$ cat config.mk
export PLATFORM = sky130hd
export DESIGN_NAME = rvh_ptw_walk_arb_flat
export DESIGN_NICKNAME = d
export VERILOG_FILES = /design/src/rtl/rvh_ptw_walk_arb_pkg.sv /design/src/rtl/rvh_ptw_walk_arb_if.sv /design/src/rtl/rvh_ptw_id_fifo.sv /design/src/rtl/rvh_ptw_walk_arb.sv /design/src/flat_wrapper.sv
export SDC_FILE = /design/constraint.sdc
export NUM_CORES = 1
export LEC_CHECK = 0
export ABC_AREA = 1
export BUFFER_PORTS_ARGS = -buffer_cell sky130_fd_sc_hd__buf_2
export CAP_MARGIN = 5
export CORE_AREA = 2 2 121 123
export DETAILED_ROUTE_END_ITERATION = 10
export DIE_AREA = 0 0 123 125
export PLACE_DENSITY = 0.57
export RECOVER_POWER = 50
export SYNTH_ARGS = -nofsm -noshare
export SYNTH_HDL_FRONTEND = slang
export SYNTH_SLANG_ARGS = --single-unit
$ cat constraint.sdc
create_clock -name clk -period 2.6 [get_ports clk]
set_clock_uncertainty 0.05 [all_clocks]
set_input_delay 0.78 -clock clk [delete_from_list [all_inputs] [get_ports clk]]
set_output_delay 0.78 -clock clk [all_outputs]
set_load 0.05 [all_outputs]
$ cat src/rtl/rvh_ptw_walk_arb_pkg.sv
// Shared MMU definitions used by the page-table-walk arbiter and its ID FIFO.
package rvh_ptw_walk_arb_pkg;

    localparam int MMU_WALKER_NUM  = 32'sd2;
    localparam int MMU_PADDR_WIDTH = 32'sd56;
    localparam int MMU_PTE_WIDTH   = 32'sd64;
    localparam int MMU_OUTSTANDING = 32'sd4;

    function automatic int ptw_id_width_f(input int walker_num);
        return (walker_num > 32'sd1) ? $clog2(walker_num) : 32'sd1;
    endfunction

    localparam int MMU_PTW_ID_WIDTH = ptw_id_width_f(MMU_WALKER_NUM);

    typedef struct packed {
        logic [MMU_PTW_ID_WIDTH-1:0] id;
        logic [MMU_PADDR_WIDTH-1:0]  addr;
    } ptw_walk_req_t;

endpackage

$ cat src/rtl/rvh_ptw_walk_arb_if.sv
// Memory-side page-table-walk request/response bus between the arbiter and L1D/bus.
interface rvh_ptw_walk_arb_if
    import rvh_ptw_walk_arb_pkg::*;
#(
    parameter int PADDR_WIDTH  = MMU_PADDR_WIDTH,
    parameter int PTE_WIDTH    = MMU_PTE_WIDTH,
    parameter int PTW_ID_WIDTH = MMU_PTW_ID_WIDTH
);

    logic                    ptw_walk_req_vld_o;
    logic [PTW_ID_WIDTH-1:0] ptw_walk_req_id_o;
    logic [PADDR_WIDTH-1:0]  ptw_walk_req_addr_o;
    logic                    ptw_walk_req_rdy_i;
    logic                    ptw_walk_resp_vld_i;
    logic [PTE_WIDTH-1:0]    ptw_walk_resp_pte_i;
    logic                    ptw_walk_resp_rdy_o;

    modport master (
        output ptw_walk_req_vld_o,
        output ptw_walk_req_id_o,
        output ptw_walk_req_addr_o,
        input  ptw_walk_req_rdy_i,
        input  ptw_walk_resp_vld_i,
        input  ptw_walk_resp_pte_i,
        output ptw_walk_resp_rdy_o
    );

    modport slave (
        input  ptw_walk_req_vld_o,
        input  ptw_walk_req_id_o,
        input  ptw_walk_req_addr_o,
        output ptw_walk_req_rdy_i,
        output ptw_walk_resp_vld_i,
        output ptw_walk_resp_pte_i,
        input  ptw_walk_resp_rdy_o
    );

endinterface

$ cat src/rtl/rvh_ptw_id_fifo.sv
// In-order FIFO holding the walker index of every accepted walk request.
module rvh_ptw_id_fifo
    import rvh_ptw_walk_arb_pkg::*;
#(
    parameter int WIDTH = MMU_PTW_ID_WIDTH,
    parameter int DEPTH = MMU_OUTSTANDING,
    localparam int AW   = $clog2(DEPTH),
    localparam int CW   = $clog2(DEPTH) + 32'sd1
) (
    input  logic             clk,
    input  logic             rst,
    input  logic             push_i,
    input  logic [WIDTH-1:0] din_i,
    input  logic             pop_i,
    output logic [WIDTH-1:0] dout_o,
    output logic             full_o,
    output logic             empty_o,
    output logic [CW-1:0]    count_o
);

    logic [WIDTH-1:0] mem_r [DEPTH];
    logic [AW-1:0]    wr_ptr_r;
    logic [AW-1:0]    rd_ptr_r;
    logic [CW-1:0]    count_r;
    logic             do_push_s;
    logic             do_pop_s;

    assign full_o    = (count_r == CW'(DEPTH));
    assign empty_o   = (count_r == {CW{1'b0}});
    assign do_push_s = push_i & ~full_o;
    assign do_pop_s  = pop_i & ~empty_o;
    assign dout_o    = mem_r[rd_ptr_r];
    assign count_o   = count_r;

    // Storage, pointers (power-of-two depth wraps naturally) and occupancy count.
    always_ff @(posedge clk or posedge rst) begin
        if (rst) begin
            for (int i = 0; i < DEPTH; i++) begin
                mem_r[i] <= {WIDTH{1'b0}};
            end
            wr_ptr_r <= {AW{1'b0}};
            rd_ptr_r <= {AW{1'b0}};
            count_r  <= {CW{1'b0}};
        end else begin
            if (do_push_s) begin
                mem_r[wr_ptr_r] <= din_i;
                wr_ptr_r        <= wr_ptr_r + {{(AW-1){1'b0}}, 1'b1};
            end
            if (do_pop_s) begin
                rd_ptr_r <= rd_ptr_r + {{(AW-1){1'b0}}, 1'b1};
            end
            case ({do_push_s, do_pop_s})
                2'b10:   count_r <= count_r + {{(CW-1){1'b0}}, 1'b1};
                2'b01:   count_r <= count_r - {{(CW-1){1'b0}}, 1'b1};
                default: count_r <= count_r;
            endcase
        end
    end

endmodule

$ cat src/rtl/rvh_ptw_walk_arb.sv
// Round-robin arbiter sharing one PTW memory port between walkers; responses are
// routed back in order through the ID FIFO.
module rvh_ptw_walk_arb
    import rvh_ptw_walk_arb_pkg::*;
#(
    parameter int WALKER_NUM   = MMU_WALKER_NUM,
    parameter int PADDR_WIDTH  = MMU_PADDR_WIDTH,
    parameter int PTE_WIDTH    = MMU_PTE_WIDTH,
    parameter int OUTSTANDING  = MMU_OUTSTANDING,
    parameter int PTW_ID_WIDTH = ptw_id_width_f(WALKER_NUM),
    localparam int CNT_WIDTH   = $clog2(OUTSTANDING) + 32'sd1
) (
    input  logic                              clk,
    input  logic                              rst,
    input  logic [WALKER_NUM-1:0]             walker_req_vld_i,
    input  logic [WALKER_NUM*PADDR_WIDTH-1:0] walker_req_addr_i,
    output logic [WALKER_NUM-1:0]             walker_req_rdy_o,
    output logic [WALKER_NUM-1:0]             walker_resp_vld_o,
    output logic [PTE_WIDTH-1:0]              walker_resp_pte_o,
    input  logic [WALKER_NUM-1:0]             walker_resp_rdy_i,
    rvh_ptw_walk_arb_if.master                ptw_walk,
    output logic [CNT_WIDTH-1:0]              outstanding_cnt_o,
    output logic                              protocol_err_o
);

    logic [PTW_ID_WIDTH-1:0] rr_ptr_r;
    logic [PTW_ID_WIDTH-1:0] lock_idx_r;
    logic                    lock_vld_r;
    logic                    err_r;
    logic [PTW_ID_WIDTH-1:0] cand_idx_s;
    logic [PTW_ID_WIDTH-1:0] rr_next_s;
    logic [PTW_ID_WIDTH-1:0] head_idx_s;
    logic [PADDR_WIDTH-1:0]  cand_addr_s;
    logic                    req_vld_s;
    logic                    push_s;
    logic                    pop_s;
    logic                    full_s;
    logic                    empty_s;
    logic                    orphan_resp_s;
    logic                    lock_lost_s;
    logic                    resp_rdy_s;

    // Candidate selection: first valid walker from rr_ptr upward, overridden by a held lock.
    always_comb begin
        logic                    found;
        logic [PTW_ID_WIDTH-1:0] scan;
        found      = 1'b0;
        scan       = rr_ptr_r;
        cand_idx_s = rr_ptr_r;
        for (int k = 0; k < WALKER_NUM; k++) begin
            scan = PTW_ID_WIDTH'((int'(rr_ptr_r) + k) % WALKER_NUM);
            if (!found && walker_req_vld_i[scan]) begin
                found      = 1'b1;
                cand_idx_s = scan;
            end else begin
                found = found;
            end
        end
        if (lock_vld_r) begin
            cand_idx_s = lock_idx_r;
        end else begin
            cand_idx_s = cand_idx_s;
        end
        rr_next_s   = PTW_ID_WIDTH'((int'(cand_idx_s) + 32'sd1) % WALKER_NUM);
        cand_addr_s = walker_req_addr_i[int'(cand_idx_s)*PADDR_WIDTH +: PADDR_WIDTH];
    end

    // Request path toward the memory port; held low while in reset so nothing leaks out.
    always_comb begin
        req_vld_s        = ((|walker_req_vld_i) | lock_vld_r) & ~full_s & ~rst;
        push_s           = req_vld_s & ptw_walk.ptw_walk_req_rdy_i;
        walker_req_rdy_o = {WALKER_NUM{1'b0}};
        if (!rst && !full_s && ptw_walk.ptw_walk_req_rdy_i) begin
            walker_req_rdy_o[cand_idx_s] = 1'b1;
        end else begin
            walker_req_rdy_o = {WALKER_NUM{1'b0}};
        end
    end

    assign ptw_walk.ptw_walk_req_vld_o  = req_vld_s;
    assign ptw_walk.ptw_walk_req_id_o   = cand_idx_s;
    assign ptw_walk.ptw_walk_req_addr_o = cand_addr_s;

    // Response routing to the walker at the FIFO head.
    always_comb begin
        walker_resp_vld_o = {WALKER_NUM{1'b0}};
        resp_rdy_s        = ~empty_s & walker_resp_rdy_i[head_idx_s];
        if (ptw_walk.ptw_walk_resp_vld_i && !empty_s) begin
            walker_resp_vld_o[head_idx_s] = 1'b1;
        end else begin
            walker_resp_vld_o = {WALKER_NUM{1'b0}};
        end
        pop_s         = ptw_walk.ptw_walk_resp_vld_i & resp_rdy_s;
        orphan_resp_s = ptw_walk.ptw_walk_resp_vld_i & empty_s;
        lock_lost_s   = lock_vld_r & ~walker_req_vld_i[lock_idx_r];
    end

    assign ptw_walk.ptw_walk_resp_rdy_o = resp_rdy_s;
    assign walker_resp_pte_o            = ptw_walk.ptw_walk_resp_pte_i;
    assign protocol_err_o               = err_r;

    // Round-robin pointer, grant lock and sticky protocol error.
    always_ff @(posedge clk or posedge rst) begin
        if (rst) begin
            rr_ptr_r   <= {PTW_ID_WIDTH{1'b0}};
            lock_idx_r <= {PTW_ID_WIDTH{1'b0}};
            lock_vld_r <= 1'b0;
            err_r      <= 1'b0;
        end else begin
            if (push_s) begin
                rr_ptr_r   <= rr_next_s;
                lock_vld_r <= 1'b0;
            end else if (req_vld_s) begin
                lock_vld_r <= 1'b1;
                lock_idx_r <= cand_idx_s;
            end else begin
                lock_vld_r <= lock_vld_r;
            end
            if (orphan_resp_s || lock_lost_s) begin
                err_r <= 1'b1;
            end else begin
                err_r <= err_r;
            end
        end
    end

    rvh_ptw_id_fifo #(
        .WIDTH (PTW_ID_WIDTH),
        .DEPTH (OUTSTANDING)
    ) u_id_fifo (
        .clk     (clk),
        .rst     (rst),
        .push_i  (push_s),
        .din_i   (cand_idx_s),
        .pop_i   (pop_s),
        .dout_o  (head_idx_s),
        .full_o  (full_s),
        .empty_o (empty_s),
        .count_o (outstanding_cnt_o)
    );

endmodule

$ cat src/flat_wrapper.sv
// flat-port wrapper written by rule: the top's interface ports become plain ports
module rvh_ptw_walk_arb_flat import rvh_ptw_walk_arb_pkg::*;
#(
    parameter int WALKER_NUM   = MMU_WALKER_NUM,
    parameter int PADDR_WIDTH  = MMU_PADDR_WIDTH,
    parameter int PTE_WIDTH    = MMU_PTE_WIDTH,
    parameter int OUTSTANDING  = MMU_OUTSTANDING,
    parameter int PTW_ID_WIDTH = ptw_id_width_f(WALKER_NUM),
    localparam int CNT_WIDTH   = $clog2(OUTSTANDING) + 32'sd1
)
  (clk, rst, walker_req_vld_i, walker_req_addr_i, walker_req_rdy_o, walker_resp_vld_o, walker_resp_pte_o, walker_resp_rdy_i, outstanding_cnt_o, protocol_err_o, ptw_walk_ptw_walk_req_vld_o, ptw_walk_ptw_walk_req_id_o, ptw_walk_ptw_walk_req_addr_o, ptw_walk_ptw_walk_req_rdy_i, ptw_walk_ptw_walk_resp_vld_i, ptw_walk_ptw_walk_resp_pte_i, ptw_walk_ptw_walk_resp_rdy_o);
  rvh_ptw_walk_arb_if #(.PADDR_WIDTH(PADDR_WIDTH), .PTE_WIDTH(PTE_WIDTH), .PTW_ID_WIDTH(PTW_ID_WIDTH)) ptw_walk_i ();
  input  logic clk;
  input  logic rst;
  input  logic [WALKER_NUM-1:0] walker_req_vld_i;
  input  logic [WALKER_NUM*PADDR_WIDTH-1:0] walker_req_addr_i;
  output logic [WALKER_NUM-1:0] walker_req_rdy_o;
  output logic [WALKER_NUM-1:0] walker_resp_vld_o;
  output logic [PTE_WIDTH-1:0] walker_resp_pte_o;
  input  logic [WALKER_NUM-1:0] walker_resp_rdy_i;
  output logic [CNT_WIDTH-1:0] outstanding_cnt_o;
  output logic protocol_err_o;
  output wire logic [$bits(ptw_walk_i.ptw_walk_req_vld_o)-1:0] ptw_walk_ptw_walk_req_vld_o;
  output wire logic [$bits(ptw_walk_i.ptw_walk_req_id_o)-1:0] ptw_walk_ptw_walk_req_id_o;
  output wire logic [$bits(ptw_walk_i.ptw_walk_req_addr_o)-1:0] ptw_walk_ptw_walk_req_addr_o;
  input wire logic [$bits(ptw_walk_i.ptw_walk_req_rdy_i)-1:0] ptw_walk_ptw_walk_req_rdy_i;
  input wire logic [$bits(ptw_walk_i.ptw_walk_resp_vld_i)-1:0] ptw_walk_ptw_walk_resp_vld_i;
  input wire logic [$bits(ptw_walk_i.ptw_walk_resp_pte_i)-1:0] ptw_walk_ptw_walk_resp_pte_i;
  output wire logic [$bits(ptw_walk_i.ptw_walk_resp_rdy_o)-1:0] ptw_walk_ptw_walk_resp_rdy_o;
  assign ptw_walk_ptw_walk_req_vld_o = ptw_walk_i.ptw_walk_req_vld_o;
  assign ptw_walk_ptw_walk_req_id_o = ptw_walk_i.ptw_walk_req_id_o;
  assign ptw_walk_ptw_walk_req_addr_o = ptw_walk_i.ptw_walk_req_addr_o;
  assign ptw_walk_i.ptw_walk_req_rdy_i = ptw_walk_ptw_walk_req_rdy_i;
  assign ptw_walk_i.ptw_walk_resp_vld_i = ptw_walk_ptw_walk_resp_vld_i;
  assign ptw_walk_i.ptw_walk_resp_pte_i = ptw_walk_ptw_walk_resp_pte_i;
  assign ptw_walk_ptw_walk_resp_rdy_o = ptw_walk_i.ptw_walk_resp_rdy_o;
  rvh_ptw_walk_arb #(.WALKER_NUM(WALKER_NUM), .PADDR_WIDTH(PADDR_WIDTH), .PTE_WIDTH(PTE_WIDTH), .OUTSTANDING(OUTSTANDING), .PTW_ID_WIDTH(PTW_ID_WIDTH)) u_core (.clk(clk), .rst(rst), .walker_req_vld_i(walker_req_vld_i), .walker_req_addr_i(walker_req_addr_i), .walker_req_rdy_o(walker_req_rdy_o), .walker_resp_vld_o(walker_resp_vld_o), .walker_resp_pte_o(walker_resp_pte_o), .walker_resp_rdy_i(walker_resp_rdy_i), .ptw_walk(ptw_walk_i), .outstanding_cnt_o(outstanding_cnt_o), .protocol_err_o(protocol_err_o));
endmodule
==> results of run 1 <==
## kinds of logic after synthesis
family | after synthesis | share of synthesized area, %
AO/OA/AOI/OAI | 18 | 4.82
XOR/XNOR | 3 | 1.28
adder cells (fa/ha/maj) | 6 | 4.03
buffers and inverters | 96 | 30.0
flip-flops | 15 | 18.3
AND/OR/NAND/NOR | 219 | 41.6
## routing by layer
| layer | up-vias | track usage, % | share of wire (%) |
|---|---|---|---|
| met2 | 158 | 17.3 | 47 |
| met5 | - | 0 | 0 |
| met3 | 22 | 5.57 | 15 |
| met1 | 1038 | 10.9 | 36 |
| li1 | 1273 | - | - |
| met4 | 0 | 2.94 | 2.0 |
## cell type report
class | instances | area (um^2) | share of cell area, %
clock buffers | 4 | 78.8 | 2.25
repair buffers | 199 | 1530 | 43.7
inverters | 20 | 82.6 | 2.36
flip-flops and latches | 15 | 375 | 10.7
multi-input cells | 246 | 1200 | 34.3
well taps | 184 | 230 | 6.59
## cells in the final DEF, fill, tap and decap left out, types with 2 or more instances in the layout
master,n
ha_1,5
o21bai_1,2
dfrtp_1,15
nand2_2,26
buf_6,51
nand2_4,8
buf_4,6
buf_16,2
clkbuf_1,2
a21oi_1,5
inv_1,17
o21ai_1,4
clkbuf_4,2
o21ai_0,6
buf_12,4
nor2_1,5
buf_8,9
nand3_1,12
nand2_1,163
xor2_1,2
buf_2,124
clkbuf_16,3
nor2_4,2
## worst max-delay path by stage
stage          slack [ps]                start  depth (start not counted)                          endpoint
2_1_floorplan          20  walker_req_vld_i[1]                          8  ptw_walk_ptw_walk_req_addr_o[15]
3_3_place_gp         -180  walker_req_vld_i[1]                         10  ptw_walk_ptw_walk_req_addr_o[50]
3_5_place_dp         -190  walker_req_vld_i[1]                         10  ptw_walk_ptw_walk_req_addr_o[50]
4_1_cts               -80  walker_req_vld_i[1]                         10   ptw_walk_ptw_walk_req_addr_o[9]
5_1_grt              -180  walker_req_vld_i[0]                          9  ptw_walk_ptw_walk_req_addr_o[44]
6_report              -60  walker_req_vld_i[1]                         10  ptw_walk_ptw_walk_req_addr_o[44]
## metrics by stage
stage / power (mW) / setup WS (ps)
global placement: 4.20 / -182
floorplan: 3.51 / 21.3
global route: 5.78 / -176
CTS: 5.45 / -76.1
finish: 5.41 / -63.5
detailed placement: 4.20 / -188
## power breakdown
part / switching [mW] / total [mW] / internal, mW
combinational: 3.07 / 4.69 / 1.62
sequential: 0.0822 / 0.425 / 0.342
clock: 0.0843 / 0.291 / 0.207
## worst max-delay path: cells and delay by family
| kind | cells | cell delay [ps] |
|---|---|---|
| buf+inv | 5 | 620 |
| compound gates | 2 | 160 |
| simple gates | 3 | 270 |
## state kept, by name, indices dropped and copies added (netlist names)
| register | cells |
|---|---|
| u_core.lock_idx_r | 1 |
| u_core.lock_vld_r | 1 |
| u_core.protocol_err_o | 1 |
| u_core.rr_ptr_r | 1 |
| u_core.u_id_fifo.count_o | 3 |
| u_core.u_id_fifo.mem_r | 4 |
| u_core.u_id_fifo.rd_ptr_r | 2 |
| u_core.u_id_fifo.wr_ptr_r | 2 |
## repair_timing
| action | in CTS | in global routing |
|---|---|---|
| gates cloned | 2 | 0 |
| endpoints found under the setup margin | 59 | 60 |
| buffers inserted | 1 | 0 |
| pin swaps | 8 | 0 |
| hold buffers | 0 | 0 |
| resized for setup | 165 | 4 |
==> results.ini, run 1 <==
[place]
place_congestion = 0.706
postPlaceCellArea_um2 = 2830
dp.cells = 661
portBuffers = 186
hpwlAfterDp_um = 6650

[power]
leakage_nw = 1.99
vdd.ir_drop.worst_uv = 635
powerDensity_nw_per_um2 = 1550

[die]
start_util_pct = 14.4
die_x_um = 123
fp.coreArea_um2 = 14200
die_h_um = 125
io_pins = 315
rows = 44
dieArea_um2 = 15400

[finish]
fillers = 1544
n_antenna_cell = 0
final_cell_area_um2 = 3500
final_nets = 675
drive_gt1_share_pct = 50.0
area_growth_pct = 70.5
layout.cells.non_filler = 668
final_util_pct = 24.6

[sta]
finalSetupTns_ps = -1590
fin_hold_ws_ps = 443
fmax_mhz = 375
setup_slack_ps = -63.5
rsz0062_at_grt = true
final_hold_viol_count = 0
fin_crit_ps = 2660
tightest_slew_ps = 569
relSlewSlack_pct = 62.0
final_max_slew_viol_count = 0
setup_viol = 55
finalCritPeriodShare_pct = 102

[setup_path]
cp_slowest_cell = buf_12
r2r-end = u_core.u_id_fifo.count_o[2]
worstPathMaxFanout = 27
r2r_setup_slack_ps = 340
r2r-start = u_core.u_id_fifo.rd_ptr_r[0]
crit_chain = buf_6 > inv_4 > o21bai_1 > nand2_1 > o21ai_4 > inv_6 > buf_12 > nand2_1 > nand2_1 > buf_6
crit_path_max_incr_delay_ps = 180
cp-end-kind = output pin
reg2reg_depth = 13
cp.required_ps = 1770
critPathArrivalTime_ps = 1830
crit_type = in -> out
path_common_cell = nand2_1
crit_path_start_kind = input port

[status]
status = finished with violations
violations = negative setup slack

[clocking]
clk_latency_ps = 240
htree_levels = 1
clockBufferDepth = 2
cts_tree = done
clk_pin_slew_ps = 50
numCtsBuffers = 3
cts_root_buffer = clkbuf_16
cts_num_sinks = 15

[synth]
synth_common_cells = 196 x nand2_1, 64 x buf_4, 18 x inv_1
synth_top_area_share_pct = 35.9
synth_area_per_cell_um2 = 5.74
async_flop_share_pct = 100
synth_edf_count = 0
synth.most_common_cell = nand2_1
netlist_area_um2 = 2050
ys_seq_area_share_pct = 18.3
synthTopCellsByArea = nand2_1 36%, buf_4 23%, dfrtp_1 18%
synth_area_leader_cell = nand2_1
netlist_instances = 357
ys_ff_latch = 15
postSynth.topFlopCell = dfrtp_1
synth.distinct_cells = 21
syn-num-nets = 547
yosysWarnings = 0

[drt]
vias_per_cell = 3.73
drc = 0
wl_um = 8420
first_iter_violations = 71
dr.pass1.iters = 4
post_drt_wl_per_cell_um = 12.6
route.vias.total = 2491
ant_nets = 0

[grt]
grt.total_usage_pct = 10.2
antenna_found_initial = 0
grt_pass1_vias = 2346
grt_first_pass_wirelength_um = 12200
grt_overflow = 0
grt_max_degree = 33

[hold_path]
worstHoldStart = u_core.u_id_fifo.rd_ptr_r[1]
worst_hold_path_type = reg -> reg
min_path_cells = 2
hold_end = u_core.u_id_fifo.rd_ptr_r[1]

[run]
maxCapViolCount = 0

No activity file was read; power rests on OpenSTA's default activity.
==> run 2: changes to the inputs <==
--- a/config.mk
+++ b/config.mk
@@ -5,7 +5,7 @@
 export SDC_FILE = /design/constraint.sdc
 export NUM_CORES = 1
 export LEC_CHECK = 0
-export ABC_AREA = 1
+export ABC_AREA = 0
 export BUFFER_PORTS_ARGS = -buffer_cell sky130_fd_sc_hd__buf_2
 export CAP_MARGIN = 5
 export CORE_AREA = 2 2 121 123
==> run 2 against run 1 <==
The flow still finishes with violations (negative setup slack). Critical endpoint is now ptw_walk_ptw_walk_req_addr_o[32]. Clock power increased by 3%. Synthesized area shrank 0.24%. Flip-flop and latch count stayed put. Maximum frequency down 13%. Cell count shrank 21%.
==> results.ini, run 2 <==
[setup_path]
crit_path_max_incr_delay_ps = 320
r2r-start = u_core.lock_vld_r
crit_path_start_kind = input port
critPathArrivalTime_ps = 2230
cp.required_ps = 1770
cp_slowest_cell = mux2_4
crit_chain = buf_8 > inv_8 > maj3_2 > mux2i_4 > buf_12 > buf_6 > mux2_4 > buf_4
worstPathMaxFanout = 9
cp-end-kind = output pin
startpoint = walker_req_vld_i[0]
crit_type = in -> out

[finish]
final_common_cell = buf_2
fillers = 1509
final-seq-area_um2 = 375
regMostFlops = u_core.u_id_fifo.mem_r
final_nets = 535
final_cell_mix = 124 x buf_2, 56 x mux2_4, 38 x buf_4
largest_reg_flops = 4
area_growth_pct = 71.1
multi_input_comb_area_um2 = 1330
drive_gt1_share_pct = 80.8
final_cell_area_um2 = 3500
n_antenna_cell = 0

[place]
hpwlAfterDp_um = 7140
portBuffers = 186
postPlaceCellArea_um2 = 3060
place_ws_ps = -584
place_congestion = 0.879

[synth]
async_flop_share_pct = 100
synth.most_common_cell = buf_4
ys_seq_area_share_pct = 18.3
synth.distinct_cells = 29
synth_edf_count = 0
yosysWarnings = 0
synth_area_leader_cell = mux2_2
synthTopCellsByArea = mux2_2 29%, buf_4 24%, dfrtp_1 18%
netlist_area_um2 = 2050
synth_area_per_cell_um2 = 9.93
postSynth.topFlopCell = dfrtp_1
ys_ff_latch = 15
synth_top_area_share_pct = 29.2
syn-num-nets = 396
synth_common_cells = 65 x buf_4, 53 x mux2_2, 15 x dfrtp_1
netlist_instances = 206

[die]
fp.coreArea_um2 = 14200
die_h_um = 125
io_pins = 315
dieArea_um2 = 15400
rows = 44
die_x_um = 123
start_util_pct = 14.4

[run]
maxCapViolCount = 0

[grt]
antenna_found_initial = 0
grt_max_degree = 22
grt_overflow = 0
grt_pass1_vias = 1966
grt.total_usage_pct = 9.25
grt_first_pass_wirelength_um = 10900

[power]
powerDensity_nw_per_um2 = 1290
vdd.ir_drop.worst_uv = 373
leakage_nw = 1.86

[drt]
first_iter_violations = 60
wl_um = 8190
route.vias.total = 1967
post_drt_wl_per_cell_um = 15.5
drc = 0
vias_per_cell = 3.73
ant_nets = 0
dr.pass1.iters = 4

[sta]
relSlewSlack_pct = 61.3
tightest_slew_ps = 580
finalCritPeriodShare_pct = 118
setup_viol = 60
final_hold_viol_count = 0
fmax_mhz = 327
rsz0062_at_grt = true
final_max_slew_viol_count = 0
setup_slack_ps = -457
fin_crit_ps = 3060

[status]
violations = negative setup slack
status = finished with violations

[clocking]
cts_tree = done
ctsHoldBuffers = 0
clockBufferDepth = 2
htree_levels = 1
numCtsBuffers = 3
cts_num_sinks = 15
cts_root_buffer = clkbuf_16
clk_latency_ps = 240
clk_pin_slew_ps = 50

[hold_path]
worstHoldStart = u_core.protocol_err_o
worst_hold_path_type = reg -> reg

[run 2: cells by family after synthesis]
kind of cell / count (synthesis) / synth area share (%)
buffers and inverters: 81 / 28.7
muxes: 67 / 36.9
and+or+nand+nor: 16 / 3.67
AOI/OAI and AO/OA: 15 / 5.63
DFF: 15 / 18.3
adders and majority gates: 7 / 4.59
xor gates and xnor gates: 5 / 2.14
[run 2: final timing paths]
check                      slack [ps]                               end  cells after the start
max in group asynchronous        1430                 u_core.lock_vld_r                      3
min in group asynchronous         690      u_core.u_id_fifo.rd_ptr_r[1]                      3
max reg2reg                       230       u_core.u_id_fifo.count_o[2]                     10
max                              -460  ptw_walk_ptw_walk_req_addr_o[32]                      8
min                               450             u_core.protocol_err_o                      1
min reg2reg                       450             u_core.protocol_err_o                      1
[run 2: worst max-delay path: cells and delay by family]
kind	cells	cell delay [ps]
adders and majority gates	1	310
muxes	2	490
buffers and inverters	5	630
[run 2: cell type report]
cell class | instances | share of cell area [%]
multi-input combinational | 110 | 37.9
inverter | 10 | 1.29
clock buffer | 3 | 2.15
timing repair buffer | 205 | 41.2
tap | 184 | 6.58
clock inverter | 1 | 0.215
sequential | 15 | 10.7
[run 2: timing repair]
action,4_1_cts,5_1_grt
setup buffers,0,1
pin swaps,1,0
gates cloned,0,1
resized for setup,96,11
setup endpoints to repair,59,60
[run 2: stage by stage]
stage          hold slack [ps]  total power, mW  cells  TNS [ps]  util (%)
2_1_floorplan              433             3.33    206    -14760         -
3_3_place_gp               439             3.68    522    -29890      21.5
3_5_place_dp               456             3.73    522    -31060      21.5
4_1_cts                    467             4.40    526    -25290      24.2
5_1_grt                    483             4.73    528    -27230      24.6
6_report                   451             4.50    528    -24340      24.6
[run 2: power breakdown]
group,internal [mW],total [mW],leakage [nW],switching [mW]
combinational,1.62,3.74,1.65,2.12
sequential,0.346,0.462,0.173,0.116
clock,0.207,0.300,0.0371,0.0931
[run 2: per-layer routing]
layer,track usage (%),share of wire (%)
met3,6.16,18
met1,9.59,34
met2,15.7,47
met4,1.67,1.2
met5,0,0
